File: config.mk
export PLATFORM = sky130hd
export DESIGN_NAME = ab_sequence_driver_flat
export DESIGN_NICKNAME = d
export VERILOG_FILES = /design/src/rtl/ab_sequence_driver_if.sv /design/src/rtl/ab_sequence_driver.sv /design/src/flat_wrapper.sv
export SDC_FILE = /design/constraint.sdc
export NUM_CORES = 1
export LEC_CHECK = 0
export CAP_MARGIN = 20
export CORE_ASPECT_RATIO = 0.8
export CORE_MARGIN = 3
export CORE_UTILIZATION = 39
export DETAILED_ROUTE_END_ITERATION = 8
export PLACE_DENSITY = 0.69
export SLEW_MARGIN = 20
export SYNTH_ARGS = -nofsm -noshare
export SYNTH_HDL_FRONTEND = slang
export SYNTH_SLANG_ARGS = --single-unit
File: constraint.sdc
create_clock -name clk -period 2.5 [get_ports clk]
set_clock_uncertainty 0.15 [all_clocks]
set_input_delay 0.25 -clock clk [delete_from_list [all_inputs] [get_ports clk]]
set_output_delay 0.25 -clock clk [all_outputs]
set_load 0.01 [all_outputs]
File: src/rtl/ab_sequence_driver_if.sv
// Request/drive bundle between a control master, the a/b sequence driver and the target FSM.
// The slave modport is the driver's view; the master modport is the requester/target side.
interface ab_sequence_driver_if;
  logic       req_valid;
  logic       req_ready;
  logic [1:0] req_state;
  logic       a;
  logic       b;
  logic       y0;
  logic       y1;
  logic [1:0] shadow;
  logic       done;
  logic       err;
  logic       err_clr;

  modport slave  (input  req_valid, req_state, y0, y1, err_clr,
                  output req_ready, a, b, shadow, done, err);
  modport master (output req_valid, req_state, y0, y1, err_clr,
                  input  req_ready, a, b, shadow, done, err);
endinterface

File: src/rtl/ab_sequence_driver.sv
// Steers an s0/s1/s2 a/b target FSM to a requested state while shadowing its state.
// Define MONITOR_EN to cross-check the target's y0/y1 against the shadow.
module ab_sequence_driver #(
  parameter int GAP_W    = 4,
  parameter int STEP_GAP = 0
) (
  input  logic                  clk,
  input  logic                  reset_n,
  ab_sequence_driver_if.slave   bus
);

  typedef enum logic [2:0] {IDLE, STEP1, GAP, STEP2, DONE, ERR} ctrl_e;

  localparam logic [1:0] S0 = 2'b00;
  localparam logic [1:0] S1 = 2'b01;
  localparam logic [1:0] S2 = 2'b10;
  localparam logic [GAP_W-1:0] GAP_LOAD = (STEP_GAP > 0) ? GAP_W'(STEP_GAP - 1) : '0;

  ctrl_e            state_q, state_d;
  logic [1:0]       shadow_q, shadow_d;
  logic [1:0]       tgt_q, tgt_d;
  logic [1:0]       step1_q, step1_d;
  logic [1:0]       step2_q, step2_d;
  logic             two_step_q, two_step_d;
  logic [GAP_W-1:0] gap_q, gap_d;
  logic [1:0]       ab_q, ab_d;
  logic             ready_q, done_q, err_q;
  logic             accept;
  logic             mon_err;

  assign bus.a         = ab_q[1];
  assign bus.b         = ab_q[0];
  assign bus.shadow    = shadow_q;
  assign bus.req_ready = ready_q;
  assign bus.done      = done_q;
  assign bus.err       = err_q;

  assign accept = bus.req_valid & ready_q;

  // Target transition equations, applied to whatever a/b is on the wires this cycle
  always_comb begin
    shadow_d = S0;
    case (shadow_q)
      S0:      shadow_d = ab_q[1] ? (ab_q[0] ? S2 : S1) : S0;
      S1:      shadow_d = ab_q[1] ? S0 : S1;
      default: shadow_d = S0;
    endcase
  end

`ifdef MONITOR_EN
  logic exp_y0, exp_y1;
  assign exp_y1  = (shadow_q == S0) || (shadow_q == S1);
  assign exp_y0  = (shadow_q == S0) & ab_q[1] & ab_q[0];
  assign mon_err = (bus.y1 != exp_y1) || (bus.y0 != exp_y0);
`else
  logic unused_y;
  assign unused_y = ^{bus.y0, bus.y1};
  assign mon_err  = 1'b0;
`endif

  always_comb begin
    state_d    = state_q;
    tgt_d      = tgt_q;
    step1_d    = step1_q;
    step2_d    = step2_q;
    two_step_d = two_step_q;
    gap_d      = gap_q;
    case (state_q)
      IDLE: if (accept) begin
        tgt_d = bus.req_state;
        if (bus.req_state == 2'b11)          state_d = ERR;
        else if (bus.req_state == shadow_d)  state_d = DONE;
        else begin
          state_d    = STEP1;
          two_step_d = 1'b0;
          step2_d    = 2'b00;
          // Two-step paths always pass through s0, which holds while a=0
          case ({shadow_d, bus.req_state})
            {S0, S1}: step1_d = 2'b10;
            {S0, S2}: step1_d = 2'b11;
            {S1, S0}: step1_d = 2'b10;
            {S1, S2}: begin step1_d = 2'b10; step2_d = 2'b11; two_step_d = 1'b1; end
            {S2, S1}: begin step1_d = 2'b00; step2_d = 2'b10; two_step_d = 1'b1; end
            default:  step1_d = 2'b00;
          endcase
        end
      end
      STEP1: begin
        if (!two_step_q)       state_d = DONE;
        else if (STEP_GAP > 0) begin state_d = GAP; gap_d = GAP_LOAD; end
        else                   state_d = STEP2;
      end
      GAP: begin
        if (gap_q == '0) state_d = STEP2;
        else             gap_d   = gap_q - 1'b1;
      end
      STEP2:   state_d = DONE;
      DONE:    state_d = IDLE;
      ERR:     if (bus.err_clr) state_d = IDLE;
      default: state_d = IDLE;
    endcase
    if (mon_err) state_d = ERR;
  end

  always_comb begin
    ab_d = 2'b00;
    case (state_d)
      STEP1:   ab_d = step1_d;
      STEP2:   ab_d = step2_q;
      default: ab_d = 2'b00;
    endcase
  end

  always_ff @(posedge clk or negedge reset_n) begin
    if (!reset_n) begin
      state_q    <= IDLE;
      shadow_q   <= S0;
      tgt_q      <= S0;
      step1_q    <= 2'b00;
      step2_q    <= 2'b00;
      two_step_q <= 1'b0;
      gap_q      <= '0;
      ab_q       <= 2'b00;
      ready_q    <= 1'b0;
      done_q     <= 1'b0;
      err_q      <= 1'b0;
    end else begin
      state_q    <= state_d;
      shadow_q   <= shadow_d;
      tgt_q      <= tgt_d;
      step1_q    <= step1_d;
      step2_q    <= step2_d;
      two_step_q <= two_step_d;
      gap_q      <= gap_d;
      ab_q       <= ab_d;
      ready_q    <= (state_d == IDLE);
      done_q     <= (state_d == DONE);
      err_q      <= (state_d == ERR);
    end
  end

endmodule

File: src/flat_wrapper.sv
// flat-port wrapper written by rule: the top's interface ports become plain ports
module ab_sequence_driver_flat 
#(
  parameter int GAP_W    = 4,
  parameter int STEP_GAP = 0
)
  (clk, reset_n, bus_req_valid, bus_req_state, bus_y0, bus_y1, bus_err_clr, bus_req_ready, bus_a, bus_b, bus_shadow, bus_done, bus_err);
  ab_sequence_driver_if bus_i ();
  input  logic clk;
  input  logic reset_n;
  input wire logic [$bits(bus_i.req_valid)-1:0] bus_req_valid;
  input wire logic [$bits(bus_i.req_state)-1:0] bus_req_state;
  input wire logic [$bits(bus_i.y0)-1:0] bus_y0;
  input wire logic [$bits(bus_i.y1)-1:0] bus_y1;
  input wire logic [$bits(bus_i.err_clr)-1:0] bus_err_clr;
  output wire logic [$bits(bus_i.req_ready)-1:0] bus_req_ready;
  output wire logic [$bits(bus_i.a)-1:0] bus_a;
  output wire logic [$bits(bus_i.b)-1:0] bus_b;
  output wire logic [$bits(bus_i.shadow)-1:0] bus_shadow;
  output wire logic [$bits(bus_i.done)-1:0] bus_done;
  output wire logic [$bits(bus_i.err)-1:0] bus_err;
  assign bus_i.req_valid = bus_req_valid;
  assign bus_i.req_state = bus_req_state;
  assign bus_i.y0 = bus_y0;
  assign bus_i.y1 = bus_y1;
  assign bus_i.err_clr = bus_err_clr;
  assign bus_req_ready = bus_i.req_ready;
  assign bus_a = bus_i.a;
  assign bus_b = bus_i.b;
  assign bus_shadow = bus_i.shadow;
  assign bus_done = bus_i.done;
  assign bus_err = bus_i.err;
  ab_sequence_driver #(.GAP_W(GAP_W), .STEP_GAP(STEP_GAP)) u_core (.clk(clk), .reset_n(reset_n), .bus(bus_i));
endmodule
After elaboration in Yosys (flattened, before gate mapping)
Cells that the tools add are included.
Operators by class
  reduce and logical (&&, ||, !) cells: 8
  muxes and demuxes: 19
  bitwise logic cells: 4
  add/subtract/negate cells: 1
  equal/unequal tests: 16
Operator list (number)
  2-to-1 mux 3 bit: 6
  one-hot mux 2 bit (2 select lines): 4
  one-hot mux 3 bit (5 select lines): 1
  2-to-1 mux 2 bit: 6
  == test 3 x 2 -> 1 bit, second input constant: 3
  == test 3 bit, second input constant: 3
  == test 4 x 3 -> 1 bit, second input constant: 2
  == test 3 x 1 -> 1 bit, second input constant: 2
  zero test 3 bit: 2
  == test 4 x 1 -> 1 bit, second input constant: 1
  == test 4 x 2 -> 1 bit, second input constant: 1
  == test 4 bit, second input constant: 1
  zero test 4 bit: 1
  AND reduction 4 bit: 1
  subtractor 4 x 1 -> 4 bit, second input constant: 1
  NOT 1 bit: 3
  OR reduction 3 bit: 1
  == test 2 x 1 -> 1 bit, second input constant: 1
  == test 2 bit: 1
  == test 2 bit, second input constant: 1
  zero test 2 bit: 1
  2-to-1 mux 1 bit: 2
  AND reduction 2 bit: 1
  OR reduction 2 bit: 1
  bitwise AND 1 bit: 1
Word-level totals
  input port bits: 8
  word-level logic and storage cells: 58
  flip-flop bits (word level): 19

Depth between registers and ports, before layout
  word-level depth: 11
  depth in mapped cells: 6
  mapped depth without buffers: 6

Least setup slack after synthesis
OpenSTA, ideal clock, no wires.
  kind: flip-flop to flip-flop
  from: reg u_core.ab_q[1]
  to: reg u_core.step2_q[0]
  arrival time: 1523 ps
  setup slack: 700 ps
  cell stages (with the launch flop): 5
  setup time: 127 ps
  cells stage by stage: dfrtp_1 > or4_1 > o311a_2 > nand4_1 > mux2_1
On the way
  longest elaborated chain between the ends: 5
Ends and longest elaborated chain
  from (decl): RTL line ab_sequence_driver.sv:26  | logic [1:0] ab_q, ab_d;
  from (signal assigned): RTL line ab_sequence_driver.sv:123  | ab_q <= 2'b00;
  from (signal assigned): RTL line ab_sequence_driver.sv:135  | ab_q <= ab_d;
  2-to-1 mux 1 bit or 2-to-1 mux 2 bit (tied branches): RTL line ab_sequence_driver.sv:45, ab_sequence_driver.sv:44
  one-hot mux 2 bit (2 select lines) (*): RTL line ab_sequence_driver.sv:43  | case (shadow_q)
  == test 2 bit: RTL line ab_sequence_driver.sv:72  | else if (bus.req_state == shadow_d) state_d = DONE;
  NOT 1 bit (no source line)
  AND reduction 4 bit (no source line)
  to (signal assigned): RTL line ab_sequence_driver.sv:132  | step2_q <= step2_d;
  to (decl): RTL line ab_sequence_driver.sv:23  | logic [1:0] step2_q, step2_d;
Mark *: on every way between the ends. The rest lies on a longest branch, timed or not.
A chain may end at the register's enable or synchronous reset.

Worst setup path in the final report
  from: reg u_core.shadow_q[1], in the netlist u_core.bus.shadow[1]
  to: reg u_core.state_q[0]
On the way
  longest elaborated chain between the ends: 7
Ends and longest elaborated chain
  from (decl): RTL line ab_sequence_driver.sv:20  | logic [1:0] shadow_q, shadow_d;
  from (signal assigned): RTL line ab_sequence_driver.sv:129  | shadow_q <= shadow_d;
  == test 2 x 1 -> 1 bit or zero test 2 bit (tied branches): RTL line ab_sequence_driver.sv:43
  one-hot mux 2 bit (2 select lines) (*): RTL line ab_sequence_driver.sv:43
  == test 2 bit (*): RTL line ab_sequence_driver.sv:72
  2-to-1 mux 3 bit (*): RTL line ab_sequence_driver.sv:72
  2-to-1 mux 3 bit (*): RTL line ab_sequence_driver.sv:71  | if (bus.req_state == 2'b11) state_d = ERR;
  2-to-1 mux 3 bit (*): RTL line ab_sequence_driver.sv:69  | IDLE: if (accept) begin
  one-hot mux 3 bit (5 select lines) (*): RTL line ab_sequence_driver.sv:68  | case (state_q)
  net u_core.state_d[0]: RTL line ab_sequence_driver.sv:19  | ctrl_e state_q, state_d;
  to (signal assigned): RTL line ab_sequence_driver.sv:128  | state_q <= state_d;
  to (decl): RTL line ab_sequence_driver.sv:19
The timed path passes the listed nets; every way through them passes the cells marked *.

==> metrics.csv <==
metric,value,unit
status,completed,
gp_congestion,0.763,
initial_utilization,0.415,
clockBufferDepth,2,
hold_path.class,input pin to async pin,
setup_tns,0,ns
htree_levels,1,
path_class,flop to flop,
cts_tree,built,
clk-insertion-delay-late,0.28,ns
die_h,49.3,um
cts_buffers,3,
wirelength,1850,um
finalSetupViolCount,0,
track_usage,0.130,
clk_pin_slew,0.09,ns
cts_sinks,16,
synth_flop_cell,dfrtp_1,
fin_crit,1.91,ns
ant_nets,0,
worst_slack,0.587,ns
synth-async-reset-ratio,1.00,
grt_antenna_before_repair,0,
slew_headroom,0.536,
final_util,0.496,
nNetsFinal,117,
holdWs,0.236,ns
grt_pass1_wl,2890,um
met3_usage,0.0556,
dp_cells,128,
cts_hold_buf,0,
gr-usage-met1,0.174,
grt-busiest-layer,met2,
core-area,2200,um^2
cp-start-kind,flop,
ys_seq_area_frac,0.439,
cts.repair.resized,0,
finalHoldViolCount,0,
synth_area,912,um^2
synth.distinct_cells,40,
cp.required,2.51,ns
drv_slew,0,
synth_area_leader_cell,dfrtp_1,
fillers,207,
layout_common_cells,"dfrtp_1 (16), clkdlybuf4s50_1 (12), nor2_1 (8), o21ai_0 (8)",
p_leak,0.487,nW
synth_edf_count,0,
vdd_drop_max,0.600,mV
num_vias,732,
fmax,0.523,GHz
powerDensity,885,nW/um^2
worstPathArrival,1.93,ns
drc_errors,0,
synth_area_leaders,"dfrtp_1 (44%), o21ai_0 (4.4%), nand3_1 (3.3%), nor2_1 (3.3%), nand2b_1 (2.7%)",
maxCapViolCount,0,
rsz0062_at_grt,no,
clock-root-buffer,clkbuf_4,
overflow,0,
synth_nets,102,
synth_cells,93,
stdcell_count,132,
cp_max_fo,9,
finalCritPeriodShare,0.765,
drt-pass1-iter-count,4,
pin_count,15,
avgSynthCellArea,9.81,um^2
worst_pin_slew,0.694,ns
die-width,60.1,um
numPortBuffers,12,
post-place-ws,0.425,ns
placed_cell_area,1050,um^2
yosysTopAreaCellShare,0.439,
postCtsSetupRepairBufs,0,
p_total,0.964,mW
use_met2,0.198,
dp_hpwl,1370,um
wl_per_cell,14.0,um
grt_start_max_net_pins,17,
routed_via_density,5.55,
diodes,0,
postLayoutCellArea,1090,um^2
grt_pass1_vias,653,
ys_warn_count,0,
dieArea,2960,um^2
areaGrowthSynthToFinish,19.5,%
drt_iter0_markers,15,
final_common_cell,dfrtp_1,
drive_gt1_frac,0.131,
ys_ff_latch,16,
critPathCaptureType,flop,
fp-row-count,15,
-- path summary, 6_finish.rpt --
path,from,to,slack (ns),depth (start not counted)
max,u_core.bus.shadow[1],u_core.state_q[0],0.59,5
min,reset_n,u_core.gap_q[1],0.24,1
max reg2reg,u_core.bus.shadow[1],u_core.state_q[0],0.59,5
min reg2reg,u_core.step2_q[0],u_core.ab_q[0],0.33,1
max in group asynchronous,reset_n,u_core.bus.done,1.53,1
min in group clk,u_core.step2_q[0],u_core.ab_q[0],0.33,1
-- cells in the mapped netlist (all sizes together), types with 2 or more instances --
cell type  count
nand2          6
or2            2
nor2b          2
o21ai          8
a21oi          3
inv            3
nand2b         4
dfrtp         16
nor2           8
and4bb         2
buf            3
and4b          2
a21o           3
nand3          6
nor3           2
nor4b          2
o31ai          2
-- layer usage --
metal  share of wire  vias up
met4          0.0070        0
met1            0.48      340
met2            0.46       15
li1                -      375
met3           0.053        2
met5               0        -
-- power breakdown --
part,internal (mW),leakage (nW),total (mW),switching (mW)
Clock,0.0885,0.0210,0.163,0.0743
Combinational,0.208,0.254,0.394,0.186
Sequential,0.321,0.212,0.407,0.0861
-- sequential cells by signal, indices dropped and copies added (netlist names) --
| register | cells |
|---|---|
| u_core.bus.shadow | 2 |
| u_core.bus.done | 1 |
| u_core.gap_q | 4 |
| u_core.bus.req_ready | 1 |
| u_core.step2_q | 1 |
| u_core.state_q | 3 |
| u_core.ab_q | 2 |
| u_core.bus.err | 1 |
| u_core.two_step_q | 1 |
-- layout make-up --
class,instances,area [um^2],area share
Multi-Input combinational cell,70,475,0.436
Sequential cell,16,400,0.367
Timing Repair Buffer,14,135,0.124
Clock buffer,4,36.3,0.0333
Tap cell,25,31.3,0.0287
Inverter,3,11.3,0.0103
-- critical path: stages (launching register included) --
cell and delay [ns]:
dfrtp_1 0.50, nor4b_4 0.37, nor3_1 0.11, o31ai_2 0.25, nor2_1 0.08, or3_1 0.34
-- logic make-up after synthesis --
family	synth area share
flip-flops	0.439
XOR/XNOR	0.0192
AND/OR/NAND/NOR	0.311
adder cells (fa/ha/maj)	0.0137
buffers and inverters	0.0398
AO/OA/AOI/OAI	0.165
multiplexers	0.0123
Power figures use the tool's default switching activity.
==> variant 1, RTL diff (same flow settings) <==
Reset style: synchronous (`reset_n`), changed in one clocked block.
--- a/src/rtl/ab_sequence_driver.sv
+++ b/src/rtl/ab_sequence_driver.sv
@@ -111,7 +111,7 @@
     endcase
   end
 
-  always_ff @(posedge clk or negedge reset_n) begin
+  always_ff @(posedge clk) begin
     if (!reset_n) begin
       state_q    <= IDLE;
       shadow_q   <= S0;
Formal check against the unedited RTL: differs if reset_n is asserted again (counterexample within 4 cycles, from zero or initial values and one cycle with reset_n low); with reset_n held inactive, the same outputs for 10 cycles.
==> variant 1 against the unedited design <==
Cell count rose by 2.3%; setup slack improved by 0.032 ns; design area fell by 7.2%; worst hold slack improved by 0.096 ns; sequential cell count did not move; register-to-register slack improved by 0.05 ns; wire length fell by 4.3%; critical path type is now input port to flip-flop; synthesized area fell by 8.8%.
Power is not compared: it rests on default switching activity, and its combinational part moved more than twofold at a synthesized area within 25%.
==> variant 1: results (changes against the unedited design) <==
Netlist cell types - 40 (unchanged)
Met3 GRT Util - 3.57% (-2.0 points)
Post-CTS resize count - 0 (unchanged)
NetSw - 0.126 mW
Initial DRC Count - 19 (+4)
Met2 wire len - 776 µm (-8.7%)
Status - completed
Reg clk slew, reported paths - 0.09 ns (about the same)
FFs w/ async S/R, synth - 0% (-100 points)
Ant diodes - 0 (unchanged)
Grt met2 use - 23.9% (+4.1 points)
Maximum vdd drop - 388 µV
Sequential area share after synthesis - 38.5% (-5.4 points)
Most common flop cell mapped by yosys - dfxtp_1
Largest regs - u_core.gap_q x4, u_core.state_q x3
Dpl hpwl - 1.38 mm (+0.41%)
Uppermost routed layer - met4
Syn nets - 106 (+3.9%)
Vias in the first global route - 715 (+9.5%)
Vias per cell - 5.63 (+1.5%)
Initial DRT Pass Iterations - 4 (unchanged)
Buffer depth of the longest clock path - 2 (unchanged)
Yosys warnings - 0 (unchanged)
Syn_area_per_cell - 8.58 µm² (-13%)
Total CTS buffers - 3 (unchanged)
Skew-Pair Late Insertion Delay - 0.29 ns
DP Area - 975 µm² (-7.5%)
Number of fill cells in the layout - 185 (-11%)
Share of cells above drive strength 1 - 9.91% (-3.2 points)
Crit path arrival time - 1.96 ns (+0.03 ns)
RePlAce Congestion - 0.833 (+9.2%)
I/O Buffers - 12 (unchanged)
LEAKAGE - 0.368 nW
Final wirelength - 1.77 mm (-4.3%)
Pre-CTS setup slack - 0.311 ns (-0.114 ns)
Htree depth - 1 (unchanged)
Routing usage on met1 - 18.7% (+1.3 points)
Post-CTS setup buffer count - 0 (unchanged)
Initial antenna violation count - 0 (unchanged)
First-pass GRT wire length - 3.08 mm (+6.4%)
Total GRT Usage - 15.2% (+2.1 points)
Met3 wire length - 104 µm (+6.1%)
Largest cells by area after synthesis - dfxtp_1, nor2_1, nor3b_1
Synth cell count leaders - dfxtp_1, nor2_1, inv_1
Post-layout net count - 121 (+3.4%)
Critical Path Fanout Max - 7 (-2)
Clk Tree Root Cell - clkbuf_4
Hold crit path type - flip-flop to flip-flop
Largest net degree at the start of global routing - 10 (-7)
Slew @ Worst Pin - 0.524 ns (-0.170 ns)
Dpl cells - 131 (+2.3%)
Metal-1 WL - 832 µm (-5.9%)
Detailed-route via count - 760 (+3.8%)
variant 1: power by group through the flow:
stage,sequential (mW),combinational (mW),clock (mW)
after floorplan,0.274,0.0404,0
after global placement,0.275,0.0665,0
after detailed placement,0.275,0.0668,0
after CTS,0.269,0.0675,0.176
after global routing,0.271,0.0738,0.193
final,0.269,0.0673,0.175
variant 1: area by class of cell:
cell class | count | area (µm²) | area share [%]
sequential | 16 | 320 | 31.7
timing repair buffer | 12 | 120 | 11.9
multi-input combinational | 72 | 478 | 47.3
inverter | 7 | 26.3 | 2.60
tap | 24 | 30.0 | 2.97
clock buffer | 4 | 36.3 | 3.59
variant 1: cell families (layout without fill, tap and decap cells):
family | count (synthesis) | after routing | share of synthesized area, %
AND/OR/NAND/NOR | 40 | 40 | 29.2
flip-flops | 16 | 16 | 38.5
AO/OA/AOI/OAI | 27 | 27 | 22.6
adder cells (fa/ha/maj) | 1 | 1 | 1.50
buffers and inverters | 9 | 23 | 4.06
XOR/XNOR | 4 | 4 | 4.21
variant 1: final timing paths:
| kind | from | endpoint | slack [ns] | cells past startpoint |
|---|---|---|---|---|
| max reg2reg | u_core.gap_q[0]$_SDFFE_PN0P_ | u_core.gap_q[3]$_SDFFE_PN0P_ | 0.64 | 7 |
| min reg2reg | u_core.step2_q[0]$_SDFFE_PN0P_ | u_core.step2_q[0]$_SDFFE_PN0P_ | 0.33 | 2 |
| min | u_core.step2_q[0]$_SDFFE_PN0P_ | u_core.step2_q[0]$_SDFFE_PN0P_ | 0.33 | 2 |
| max | bus_req_state[0] | u_core.two_step_q$_SDFFE_PN0P_ | 0.62 | 6 |
variant 1: critical path: stages:
cell	delay [ns]
clkdlybuf4s50_1	0.60
and2b_1	0.25
a211oi_2	0.28
nand4_2	0.19
a211o_1	0.28
a21oi_2	0.13
==> variant 2, RTL diff (same settings) <==
Made on the original files. The option `MONITOR_EN` is turned on by a define.
--- a/src/rtl/ab_sequence_driver.sv
+++ b/src/rtl/ab_sequence_driver.sv
@@ -1,5 +1,7 @@
 // Steers an s0/s1/s2 a/b target FSM to a requested state while shadowing its state.
 // Define MONITOR_EN to cross-check the target's y0/y1 against the shadow.
+`define MONITOR_EN
+
 module ab_sequence_driver #(
   parameter int GAP_W    = 4,
   parameter int STEP_GAP = 0
Behaviour: not the same (a bounded check fails within 4 cycles, from zero or initial values and one cycle with reset_n low).
==> variant 2 against the unedited design <==
Die area increased by 4.7%; synthesized area increased by 5.3%; via count increased by 6.3%; design area increased by 7.2%; sequential share of layout area increased by 1.8 points; sequential cell count increased by 2; cell count increased by 4.5%; setup slack got worse by 0.24 ns; wire length increased by 5.4%.
Power is not compared: it rests on default switching activity, and its combinational part moved more than twofold at a synthesized area within 25%.
==> variant 2: results (changes against the unedited design) <==
Status - completed
Startpoint Class - flip-flop
Cells after Synth - 95 (+2.2%)
Total CTS buffers - 3 (unchanged)
Skew-Pair Late Insertion Delay - 0.29 ns
Yosys warnings - 0 (unchanged)
Buffer depth of the longest clock path - 2 (unchanged)
CP delay by family, top - compound AO/OA/AOI/OAI gates
Max_slew headroom - 47.2% (-6.4 points)
LEAKAGE - 0.526 nW
Initial DRT Pass Iterations - 4 (unchanged)
Slowest stage delay, CP - 0.45 ns (-0.05 ns)
Largest cells by area after synthesis - dfrtp_1, o21ai_0, inv_1
Post-CTS setup buffer count - 0 (unchanged)
Final Hold Viols - 0 (unchanged)
Largest regs - u_core.gap_q x4, u_core.state_q x3
Initial antenna violation count - 0 (unchanged)
Reg clk slew, reported paths - 0.10 ns
Final wirelength - 1.95 mm (+5.4%)
Hold crit path type - input port to async pin
Synth cell count leaders - dfrtp_1, inv_1, nand2_1
Post-layout net count - 123 (+5.1%)
Final TNS setup - 0 ns (unchanged)
Dpl hpwl - 1.53 mm (+11%)
Most common flop cell mapped by yosys - dfrtp_1
I/O Buffers - 14 (+2)
Syn nets - 104 (+2.0%)
First-pass GRT wire length - 3.31 mm (+14%)
R2r worst-path depth - 5 (unchanged)
RePlAce Congestion - 0.881 (+15%)
Netlist cell types - 41 (+2.5%)
Vias in the first global route - 725 (+11%)
Initial DRC Count - 20 (+5)
Sequential area share after synthesis - 46.9% (+3.0 points)
Cell taking the most area after synthesis - dfrtp_1
Post-detailed-route wirelength per cell - 14.1 µm (+0.78%)
Clk Tree Root Cell - clkbuf_4
Number of fill cells in the layout - 210 (+1.4%)
CP max stage cell - dfrtp_1
Worst flop-to-flop path startpoint - u_core.ab_q[1]$_DFF_PN0_
Pre-CTS setup slack - 0.292 ns (-0.133 ns)
Post-CTS resize count - 0 (unchanged)
CP endpoint - u_core.ab_q[0]$_DFF_PN0_
Largest net degree at the start of global routing - 19 (+2)
Total GRT Usage - 14.4% (+1.3 points)
Reg-to-reg endpoint - u_core.ab_q[0]$_DFF_PN0_
Crit path arrival time - 2.19 ns (+0.26 ns)
Share of cells above drive strength 1 - 8.85% (-4.2 points)
Critical Path Fanout Max - 7 (-2)
Post-layout minimum cycle time - 2.15 ns (+0.241 ns)
Htree depth - 1 (unchanged)
Dpl cells - 134 (+4.7%)
Reg2Reg Setup Slack - 0.35 ns (-0.24 ns)
Vias per cell - 5.64 (+1.7%)
FFs w/ async S/R, synth - 100% (unchanged)
Maximum vdd drop - 301 µV
variant 2: power by group:
part / internal (mW) / total, mW / leakage (nW) / switching [mW]
Clock: 0.0888 / 0.178 / 0.0210 / 0.0889
Combinational: 0.0259 / 0.0535 / 0.272 / 0.0275
Sequential: 0.296 / 0.300 / 0.233 / 0.00428
variant 2: worst register-to-register path, cell delays in order, from the launching register on:
cell and delay (ns):
dfrtp_1 0.45, or3b_1 0.41, a211o_1 0.35, and4b_4 0.22, o22a_1 0.22, a41o_1 0.25
variant 2: layout make-up:
class	count	share of cell area (%)
Sequential cell	18	38.5
Tap cell	25	2.68
Timing Repair Buffer	14	12.0
Inverter	9	2.89
Multi-Input combinational cell	68	40.8
Clock buffer	4	3.10
variant 2: logic make-up (layout without fill, tap and decap cells):
kind of cell,Yosys count,after routing,synth area share [%]
flip-flops,18,18,46.9
multiplexers,1,1,1.17
AO/OA/AOI/OAI,26,26,19.9
adder cells (fa/ha/maj),1,1,1.30
AND/OR/NAND/NOR,37,37,24.5
buffers and inverters,9,27,3.52
XOR/XNOR,3,3,2.73
variant 2: layer usage:
metal  routed length [µm]  GRT usage, %
met1                  930          19.3
met2                  922          21.8
met3                   74          5.91
met4                   17          2.83
met5                    0             0
variant 2: worst min-delay path by stage:
stage / slack [ns] / cells after the start / from / end
after floorplan: -0.20 / 0 / reset_n / u_core.ab_q[0]$_DFF_PN0_
after global placement: 0.32 / 1 / u_core.gap_q[3]$_DFFE_PN0P_ / u_core.gap_q[3]$_DFFE_PN0P_
after detailed placement: 0.33 / 1 / u_core.gap_q[3]$_DFFE_PN0P_ / u_core.gap_q[3]$_DFFE_PN0P_
after CTS: 0.29 / 1 / reset_n / u_core.gap_q[3]$_DFFE_PN0P_
after global routing: 0.30 / 1 / reset_n / u_core.gap_q[0]$_DFFE_PN0P_
final: 0.25 / 1 / reset_n / u_core.gap_q[3]$_DFFE_PN0P_
variant 2: stage by stage:
stage | instance area, µm² | power [mW] | utilization (%)
CTS | 1170 | 0.541 | 51.9
global route | 1170 | 0.562 | 51.9
global placement | 1130 | 0.360 | 50.3
finish | 1170 | 0.532 | 51.9
detailed placement | 1130 | 0.360 | 50.3
floorplan | 961 | 0.329 | -
